`config.mk`:
```
export PLATFORM = sky130hd
export DESIGN_NAME = risc_ctrl_seq_flat
export DESIGN_NICKNAME = d
export VERILOG_FILES = /design/src/rtl/risc_ctrl_seq_if.sv /design/src/rtl/risc_ctrl_seq.sv /design/src/flat_wrapper.sv
export SDC_FILE = /design/constraint.sdc
export NUM_CORES = 1
export LEC_CHECK = 0
export BUFFER_PORTS_ARGS = -buffer_cell sky130_fd_sc_hd__buf_2
export CORE_UTILIZATION = 45
export CTS_CLUSTER_SIZE = 16
export DETAILED_ROUTE_END_ITERATION = 6
export GPL_TIMING_DRIVEN = 0
export PLACE_DENSITY_LB_ADDON = 0.25
export SYNTH_ARGS = -nofsm -noshare
export SYNTH_HDL_FRONTEND = slang
export SYNTH_SLANG_ARGS = --single-unit
```
`constraint.sdc`:
```
create_clock -name clk -period 2.1 [get_ports clk]
set_input_delay 0.105 -clock clk [delete_from_list [all_inputs] [get_ports clk]]
set_output_delay 0.105 -clock clk [all_outputs]
set_load 0.005 [all_outputs]
```
`src/rtl/risc_ctrl_seq_if.sv`:
```
// Datapath strobe bundle between the RISC instruction sequencer (master) and
// the datapath/IR decode it controls (slave).
interface risc_ctrl_seq_if #(
  parameter int OPCODE_W = 3,
  parameter int ICNT_W   = 16
);
  logic [OPCODE_W-1:0] opcode;
  logic                zero;
  logic                sel;
  logic                rd;
  logic                wr;
  logic                ld_ir;
  logic                ld_ac;
  logic                ld_pc;
  logic                inc_pc;
  logic                data_e;
  logic                halt;
  logic [2:0]          phase;
  logic [ICNT_W-1:0]   instr_cnt;

  modport master (
    input  opcode, zero,
    output sel, rd, wr, ld_ir, ld_ac, ld_pc, inc_pc, data_e, halt, phase, instr_cnt
  );

  modport slave (
    output opcode, zero,
    input  sel, rd, wr, ld_ir, ld_ac, ld_pc, inc_pc, data_e, halt, phase, instr_cnt
  );
endinterface

```
`src/rtl/risc_ctrl_seq.sv`:
```
// Eight-phase instruction sequencer for the accumulator RISC CPU.
// Optional single-step gating of phase 0 is enabled by defining RISC_CTRL_STEP_EN.
module risc_ctrl_seq #(
  parameter int OPCODE_W = 3,
  parameter int ICNT_W   = 16
) (
  input  logic clk,
  input  logic rst,
`ifdef RISC_CTRL_STEP_EN
  input  logic step,
`endif
  risc_ctrl_seq_if.master bus
);

  typedef enum logic [2:0] {
    INST_ADDR  = 3'd0,
    INST_FETCH = 3'd1,
    INST_LOAD  = 3'd2,
    IDLE       = 3'd3,
    OP_ADDR    = 3'd4,
    OP_FETCH   = 3'd5,
    ALU_OP     = 3'd6,
    STORE      = 3'd7
  } phase_e;

  localparam logic [OPCODE_W-1:0] OP_HLT = OPCODE_W'(0);
  localparam logic [OPCODE_W-1:0] OP_SKZ = OPCODE_W'(1);
  localparam logic [OPCODE_W-1:0] OP_ADD = OPCODE_W'(2);
  localparam logic [OPCODE_W-1:0] OP_AND = OPCODE_W'(3);
  localparam logic [OPCODE_W-1:0] OP_XOR = OPCODE_W'(4);
  localparam logic [OPCODE_W-1:0] OP_LDA = OPCODE_W'(5);
  localparam logic [OPCODE_W-1:0] OP_STO = OPCODE_W'(6);
  localparam logic [OPCODE_W-1:0] OP_JMP = OPCODE_W'(7);
  localparam logic [ICNT_W-1:0]   CNT_MAX = {ICNT_W{1'b1}};

  phase_e            phase_q, phase_d;
  logic              halt_q, halt_d;
  logic [ICNT_W-1:0] cnt_q, cnt_d;
  logic              adv_s;
  logic [2:0]        phase_inc_s;
  logic              aluop_s, is_skz_s, is_sto_s, is_jmp_s;
  logic              sel_s, rd_s, wr_s, ld_ir_s, ld_ac_s, ld_pc_s, inc_pc_s, data_e_s;

  assign phase_inc_s = phase_q + 3'd1;
  assign aluop_s     = (bus.opcode == OP_ADD) || (bus.opcode == OP_AND) ||
                       (bus.opcode == OP_XOR) || (bus.opcode == OP_LDA);
  assign is_skz_s    = (bus.opcode == OP_SKZ);
  assign is_sto_s    = (bus.opcode == OP_STO);
  assign is_jmp_s    = (bus.opcode == OP_JMP);

  // Next phase, halt latch and saturating retire count.
  always_comb begin
    phase_d = phase_q;
    halt_d  = halt_q;
    cnt_d   = cnt_q;
    adv_s   = ~halt_q;
`ifdef RISC_CTRL_STEP_EN
    if ((phase_q == INST_ADDR) && !step) begin
      adv_s = 1'b0;
    end else begin
      adv_s = ~halt_q;
    end
`endif
    if (adv_s) begin
      if ((phase_q == OP_ADDR) && (bus.opcode == OP_HLT)) begin
        // HLT parks in OP_FETCH, whose decode is already silent for non-ALU ops
        halt_d  = 1'b1;
        phase_d = OP_FETCH;
      end else begin
        phase_d = phase_e'(phase_inc_s);
        if ((phase_q == STORE) && (cnt_q != CNT_MAX)) begin
          cnt_d = cnt_q + ICNT_W'(1);
        end else begin
          cnt_d = cnt_q;
        end
      end
    end else begin
      phase_d = phase_q;
    end
  end

  // Sequencer state registers.
  always_ff @(posedge clk or negedge rst) begin
    if (!rst) begin
      phase_q <= INST_ADDR;
      halt_q  <= 1'b0;
      cnt_q   <= {ICNT_W{1'b0}};
    end else begin
      phase_q <= phase_d;
      halt_q  <= halt_d;
      cnt_q   <= cnt_d;
    end
  end

  // Datapath strobe decode from phase, opcode and zero flag.
  always_comb begin
    sel_s    = 1'b0;
    rd_s     = 1'b0;
    wr_s     = 1'b0;
    ld_ir_s  = 1'b0;
    ld_ac_s  = 1'b0;
    ld_pc_s  = 1'b0;
    inc_pc_s = 1'b0;
    data_e_s = 1'b0;
    if (halt_q) begin
      sel_s = 1'b0;
    end else begin
      case (phase_q)
        INST_ADDR:  sel_s = 1'b1;
        INST_FETCH: begin
          sel_s = 1'b1;
          rd_s  = 1'b1;
        end
        INST_LOAD, IDLE: begin
          sel_s   = 1'b1;
          rd_s    = 1'b1;
          ld_ir_s = 1'b1;
        end
        OP_ADDR:    inc_pc_s = 1'b1;
        OP_FETCH:   rd_s = aluop_s;
        ALU_OP: begin
          rd_s     = aluop_s;
          inc_pc_s = is_skz_s & bus.zero;
          ld_pc_s  = is_jmp_s;
          data_e_s = is_sto_s;
        end
        STORE: begin
          rd_s     = aluop_s;
          ld_ac_s  = aluop_s;
          inc_pc_s = is_jmp_s;
          ld_pc_s  = is_jmp_s;
          wr_s     = is_sto_s;
          data_e_s = is_sto_s;
        end
        default: sel_s = 1'b0;
      endcase
    end
  end

  assign bus.sel       = sel_s;
  assign bus.rd        = rd_s;
  assign bus.wr        = wr_s;
  assign bus.ld_ir     = ld_ir_s;
  assign bus.ld_ac     = ld_ac_s;
  assign bus.ld_pc     = ld_pc_s;
  assign bus.inc_pc    = inc_pc_s;
  assign bus.data_e    = data_e_s;
  assign bus.halt      = halt_q;
  assign bus.phase     = phase_q;
  assign bus.instr_cnt = cnt_q;

endmodule

```
`src/flat_wrapper.sv`:
```
// flat-port wrapper written by rule: the top's interface ports become plain ports
module risc_ctrl_seq_flat 
#(
  parameter int OPCODE_W = 3,
  parameter int ICNT_W   = 16
)
  (clk, rst, bus_opcode, bus_zero, bus_sel, bus_rd, bus_wr, bus_ld_ir, bus_ld_ac, bus_ld_pc, bus_inc_pc, bus_data_e, bus_halt, bus_phase, bus_instr_cnt);
  risc_ctrl_seq_if #(.OPCODE_W(OPCODE_W), .ICNT_W(ICNT_W)) bus_i ();
  input  logic clk;
  input  logic rst;
  input wire logic [$bits(bus_i.opcode)-1:0] bus_opcode;
  input wire logic [$bits(bus_i.zero)-1:0] bus_zero;
  output wire logic [$bits(bus_i.sel)-1:0] bus_sel;
  output wire logic [$bits(bus_i.rd)-1:0] bus_rd;
  output wire logic [$bits(bus_i.wr)-1:0] bus_wr;
  output wire logic [$bits(bus_i.ld_ir)-1:0] bus_ld_ir;
  output wire logic [$bits(bus_i.ld_ac)-1:0] bus_ld_ac;
  output wire logic [$bits(bus_i.ld_pc)-1:0] bus_ld_pc;
  output wire logic [$bits(bus_i.inc_pc)-1:0] bus_inc_pc;
  output wire logic [$bits(bus_i.data_e)-1:0] bus_data_e;
  output wire logic [$bits(bus_i.halt)-1:0] bus_halt;
  output wire logic [$bits(bus_i.phase)-1:0] bus_phase;
  output wire logic [$bits(bus_i.instr_cnt)-1:0] bus_instr_cnt;
  assign bus_i.opcode = bus_opcode;
  assign bus_i.zero = bus_zero;
  assign bus_sel = bus_i.sel;
  assign bus_rd = bus_i.rd;
  assign bus_wr = bus_i.wr;
  assign bus_ld_ir = bus_i.ld_ir;
  assign bus_ld_ac = bus_i.ld_ac;
  assign bus_ld_pc = bus_i.ld_pc;
  assign bus_inc_pc = bus_i.inc_pc;
  assign bus_data_e = bus_i.data_e;
  assign bus_halt = bus_i.halt;
  assign bus_phase = bus_i.phase;
  assign bus_instr_cnt = bus_i.instr_cnt;
  risc_ctrl_seq #(.OPCODE_W(OPCODE_W), .ICNT_W(ICNT_W)) u_core (.clk(clk), .rst(rst), .bus(bus_i));
endmodule
```
* Yosys cells after proc, flatten, opt, wreduce, memory -nomap -nowiden
Index checks and enable logic that the tools add are counted.
** Word-level totals
- Bits of input ports :: 6
- Flip-flop bits (word level) :: 20
- Word-level logic and storage cells :: 55
- Output and inout bits :: 28
** Cells by class
- Bitwise operators :: 3
- Reduce and logical (&&, ||, !) cells :: 13
- Equality and inequality tests :: 15
- Add/sub/neg operators :: 2
- Mux-type cells :: 19
** Operator list (number)
- $eq 3x3->1 const B :: 8
- $add 16x1->16 const B :: 1
- $mux 1 :: 16
- $ne 16x16->1 const B :: 1
- $eq 3x2->1 const B :: 4
- $eq 3x1->1 const B :: 2
- $logic_not 3->1 :: 2
- $reduce_or 3->1 :: 2
- $reduce_or 2->1 :: 2
- $reduce_or 4->1 :: 1
- $add 3x1->3 const B :: 1
- $logic_or 1x1->1 :: 3
- $mux 3 :: 1
- $pmux 1 s3 :: 1
- $reduce_and 3->1 :: 1
- $logic_and 1x1->1 :: 2
- $not 1->1 :: 2
- $pmux 1 s2 :: 1
- $and 1x1->1 :: 1

* Logic depth before layout (Yosys ltp)
- Depth in word-level cells :: 6
- Depth in mapped cells :: 8
- Gate-level depth less buffers :: 7

* Worst setup path before layout
OpenSTA, ideal clock, no wires.
- Path type :: reg2reg
- Start point :: reg u_core.phase_q[0] (netlist: u_core.bus.phase[0])
- End point :: reg u_core.cnt_q[4] (netlist: u_core.bus.instr_cnt[4])
- Clock period less this slack :: 1787 ps
- Buffers on the path :: 1
- Data arrival time :: 1661 ps
- Stages on the path, launching flop included :: 9
- Slack :: 313 ps
- Setup time :: 126 ps
- Data required time :: 1974 ps
- Path through :: dfrtp_1 ha_1 ha_1 nand2b_1 a21o_1 a41oi_2 buf_6 nand4_1 xnor2_1
** On the way
- Word-level cells in the longest chain between the ends :: 4
- Elaborated cells between the ends (all ways) :: 6
- Classes of those cells :: eq/ne: 2; bitwise: 1; reduce/logical: 3
** Ends and longest elaborated chain
- start: declaration :: RTL line risc_ctrl_seq.sv:36 : phase_e phase_q, phase_d;
- start signal: assignment :: RTL line risc_ctrl_seq.sv:89 : phase_q <= phase_d;
- $eq 3x3->1 :: RTL line risc_ctrl_seq.sv:65 : if ((phase_q == OP_ADDR) && (bus.opcode == OP_HLT)) begin
- $logic_and 1x1->1 :: RTL line risc_ctrl_seq.sv:65
- $not 1->1 (no line)
- $reduce_and 3->1 (no line) (*)
- end signal: assignment :: RTL line risc_ctrl_seq.sv:87 : cnt_q <= {ICNT_W{1'b0}};
- end signal: assignment :: RTL line risc_ctrl_seq.sv:91 : cnt_q <= cnt_d;
- end: declaration :: RTL line risc_ctrl_seq.sv:38 : logic [ICNT_W-1:0] cnt_q, cnt_d;
Mark *: on every way between the ends. The rest lies on a longest branch, timed or not.
A chain may end at the register's enable or synchronous reset.

* Worst setup path in the final report
- Start point :: reg u_core.phase_q[0] (netlist: u_core.bus.phase[0])
- End point :: out bus_rd
** On the way
- Word-level cells in the longest chain between the ends :: 4
- Elaborated cells between the ends (all ways) :: 10
- Classes of those cells :: eq/ne: 6; mux: 2; reduce/logical: 2
** Ends and longest elaborated chain
- $eq 3x3->1 (tied with other cells) :: RTL line risc_ctrl_seq.sv:108 : case (phase_q)
- $reduce_or 3->1 (no line)
- $pmux 1 s2 (*) :: RTL line risc_ctrl_seq.sv:108
- $mux 1 (*) :: RTL line risc_ctrl_seq.sv:105 : if (halt_q) begin
- end: declaration :: RTL line flat_wrapper.sv:14 : output wire logic [$bits(bus_i.rd)-1:0] bus_rd;
Marked as above.

==> out/qor_table.md <==
| Item | This run |
|:---|:---|
| Source of the worst hold timing path | bus_opcode[1] |
| Final critical-path share of the clock period | 94.6% |
| Number of CTS-inserted buffers | 3 |
| Count of pins on the block boundary | 34 |
| Number of maximum-capacitance constraint violations | 0 |
| Layout cells sized above 1 | 33.5% |
| Final critical-path required period | 1990 ps |
| FMAX | 503 MHz |
| Worst flop-to-flop path startpoint | u_core.bus.phase[0] |
| Core Region | 2480 um^2 |
| Sequential area share after synthesis | 42.6% |
| Length of the first detailed-routing pass in iterations | 4 |
| Vias in the first global route | 882 |
| Cell class contributing the biggest share of worst-path delay | adder cells |
| Post-DP Area | 1380 um^2 |
| Detailed-route wire length | 2.49 mm |
| Required time of the critical path | 2000 ps |
| Crit-path max FO | 5 |
| Mapped Cells | 114 |
| Power dissipated by switching net loads | 0.584 mW |
| Switching share of power | 36.7% |
| Post-DR vias/cell | 5.49 |
| Setup slack of the worst register-to-register path | 150 ps |
| Clock sink count | 20 |
| Final Non-Filler Cells | 185 |
| Die span in y | 53.1 um |
| Pleak | 0.716 nW |
| Capture point of the worst reg-to-reg path | u_core.bus.instr_cnt[1] |
| Filler cell count | 232 |
| Post-route cell area | 1470 um^2 |
| Run status | finished, final reports clean |
| Total power density per cell area | 1090 nW/um^2 |
| Total power after layout | 1.59 mW |
| Largest net degree at the start of global routing | 21 |
| Total standard cell area after synthesis | 1170 um^2 |
| Internal cell power | 1.01 mW |
| Power share of the sequential group | 36.9% |
| Count of unique library cells instantiated by Yosys | 33 |
| Detailed placement HPWL | 1.86 mm |
| End point of the worst hold path | u_core.bus.phase[2] |
| Pre-CTS setup slack | 73.3 ps |
| Root buffer selected by CTS | clkbuf_4 |
| Vias after detailed routing | 1016 |
| Combinational share of power | 43.6% |
| First DRT Iteration DRCs | 16 |
| Average wire per cell in the routed design | 13.4 um |
| Total of endpoints with negative setup slack in the final report | 0 |
| Post-synthesis net count | 128 |
| Setup CP Type | register to primary output |
| Fin worst setup slack | 114 ps |
| Critical path endpoint category | primary output |
| Placement row count | 18 |
| Last weighted congestion value of the routability-driven placer | 0.735 |
| Commonest register cell after synthesis | dfrtp_1 |
| Number of synthesized register bits | 20 |
| Final routed DRC violation total | 0 |
| Residual antenna-violating net count after detailed routing | 0 |
| CTS tree | yes |
| Max-slew headroom | 69.7% |
| Critical Path, Cell by Cell | ha_1, ha_2, or3_1, a21oi_1, nor3_1, buf_2 |
| Number of buffers on the longest clock path | 2 |
| Share of total power in the clock network | 19.5% |
| Clock latency of the later-clocked register in the worst-skew pair | 300 ps |
| CTS H-tree lvls | 1 |
| Starting density of the core | 47.4% |
| Crit-path slowest cell | dfrtp_1 |
| CP bufs+invs | 1 |
| Tot GR Track Use | 19.4% |
| Wire length of the first global-routing pass | 3.93 mm |
| Category of the worst setup path launch point | register |
| Area added between synthesis and finish | 24.7% |
| Register-to-Register Path Depth | 7 |
| Final total negative setup slack | 0 ps |
| Synthesis Warnings | 0 |
| Width of the chip | 53.1 um |
| Worst-case hold slack | 168 ps |
| Clock skew after layout | 5.94 ps |
| Async set-or-reset flop fraction in the synthesized netlist | 100% |
| Highest cell delay on the worst timing path | 440 ps |
| Pins Over Slew Limit | 0 |
| Layout Nets | 170 |
| Min-delay worst type | primary input to register |
| EDFF count, synth | 0 |
| VDD IR-drop max | 0.668 mV |
| Clock transition at path regs | 110 ps |
| Hold-critical path depth | 4 |
| Arrival @ worst endpoint | 1880 ps |
| Post-layout util | 59.1% |
| Die Footprint | 2820 um^2 |
| Post-synthesis area per instance | 10.3 um^2 |
| Worst Max-Slew Pin Slew | 455 ps |
| Leftover overflow at the end of global routing | 0 |
| Hold Fails Final Rpt | 0 |
| Final antenna diode count | 0 |
| Number of antenna violations at the first check in global routing | 0 |
| Placed cell count | 177 |
| Number of buffers inserted by port buffering | 33 |
flip-flops by register name (all words and copies together), names as in the netlist:
register              cells
u_core.bus.halt           1
u_core.bus.instr_cnt     16
u_core.bus.phase          3
power groups by stage:
| stage | logic (mW) | registers, mW | clock network (mW) |
|---|---|---|---|
| after floorplan | 0.416 | 0.589 | 0 |
| after global placement | 0.627 | 0.591 | 0 |
| after detailed placement | 0.650 | 0.599 | 0 |
| after CTS | 0.656 | 0.591 | 0.323 |
| after global routing | 0.782 | 0.603 | 0.339 |
| final | 0.693 | 0.587 | 0.311 |
routing by layer:
| layer | vias to the layer above | track usage (%) | wire length (um) |
|---|---|---|---|
| li1 | 490 | - | - |
| met2 | 37 | 33.5 | 1210 |
| met1 | 481 | 23.0 | 1100 |
| met4 | 0 | 11.8 | 71 |
| met5 | - | 0 | 0 |
| met3 | 8 | 1.72 | 104 |
synthesized netlist by cell type (all sizes together) (2+ instances only):
cell   number  area, um^2
dfrtp      20         500
xnor2      11        96.3
nor2       10        37.5
nand4       9        62.6
a21oi       8        40.0
ha          8         100
inv         6        22.5
nand2       6        22.5
nand3       4        20.0
nor3        4        25.0
xor2        4        35.0
nor4b       3        38.8
o21ai       3        15.0
or3         3        23.8
and3        2        13.8
mux2        2        22.5
layout make-up:
class / count / area (um^2) / area share, %
Timing Repair Buffer: 37 / 198 / 13.5
Buffer: 2 / 15.0 / 1.02
Clock inverter: 1 / 30.0 / 2.05
Tap cell: 30 / 37.5 / 2.56
Multi-Input combinational cell: 86 / 639 / 43.6
Sequential cell: 20 / 500 / 34.2
Inverter: 6 / 22.5 / 1.54
Clock buffer: 3 / 22.5 / 1.54
cell usage in the layout (no fill, tap or decap), types with 2 or more instances in the layout:
master    synthesis  final
a21oi_1           8      8
buf_2             0     33
buf_4             0      3
clkbuf_4          0      3
dfrtp_1          20     20
ha_1              8      7
inv_1             6      6
mux2_2            2      2
nand2_1           6      6
nand3_1           4      4
nand4_1           8      8
nor2_1           10     10
nor3_1            3      3
nor4b_2           2      2
o21ai_0           2      2
or3_1             2      2
xnor2_1          11     11
xor2_1            4      4
kinds of logic (layout without fill, tap and decap cells):
kind of cell             after synthesis  after routing  synth area share (%)
flip-flops                            20             20                  42.6
adder cells (fa/ha/maj)                8              8                  8.52
AO/OA/AOI/OAI                         15             15                  8.63
XOR/XNOR                              15             15                  11.2
AND/OR/NAND/NOR                       45             45                  23.1
multiplexers                           3              3                  2.77
buffers and inverters                  8             49                  3.19
worst min-delay path: stages:
cell and delay [ps]:
buf_2 140, nor4b_2 70, nand2_1 60, a22oi_1 50
how the worst max path moves through the flow:
stage               slack, ps                start  cells after the start                       to
global placement          110  u_core.bus.phase[0]                      8  u_core.bus.instr_cnt[8]
detailed placement         70  u_core.bus.phase[0]                      8  u_core.bus.instr_cnt[4]
floorplan                 310  u_core.bus.phase[0]                      8  u_core.bus.instr_cnt[4]
global route              -10  u_core.bus.phase[0]                      8  u_core.bus.instr_cnt[4]
CTS                        20  u_core.bus.phase[0]                      6                   bus_rd
finish                    110  u_core.bus.phase[0]                      6                   bus_rd
repair_timing:
item | in CTS | in global routing
buffers inserted | 0 | 3
setup endpoints to repair | 0 | 10
gates resized for setup | 0 | 1
hold endpoints to repair | 20 | 0
hold buffers | 1 | 0
(Power assumes the default switching activity.)
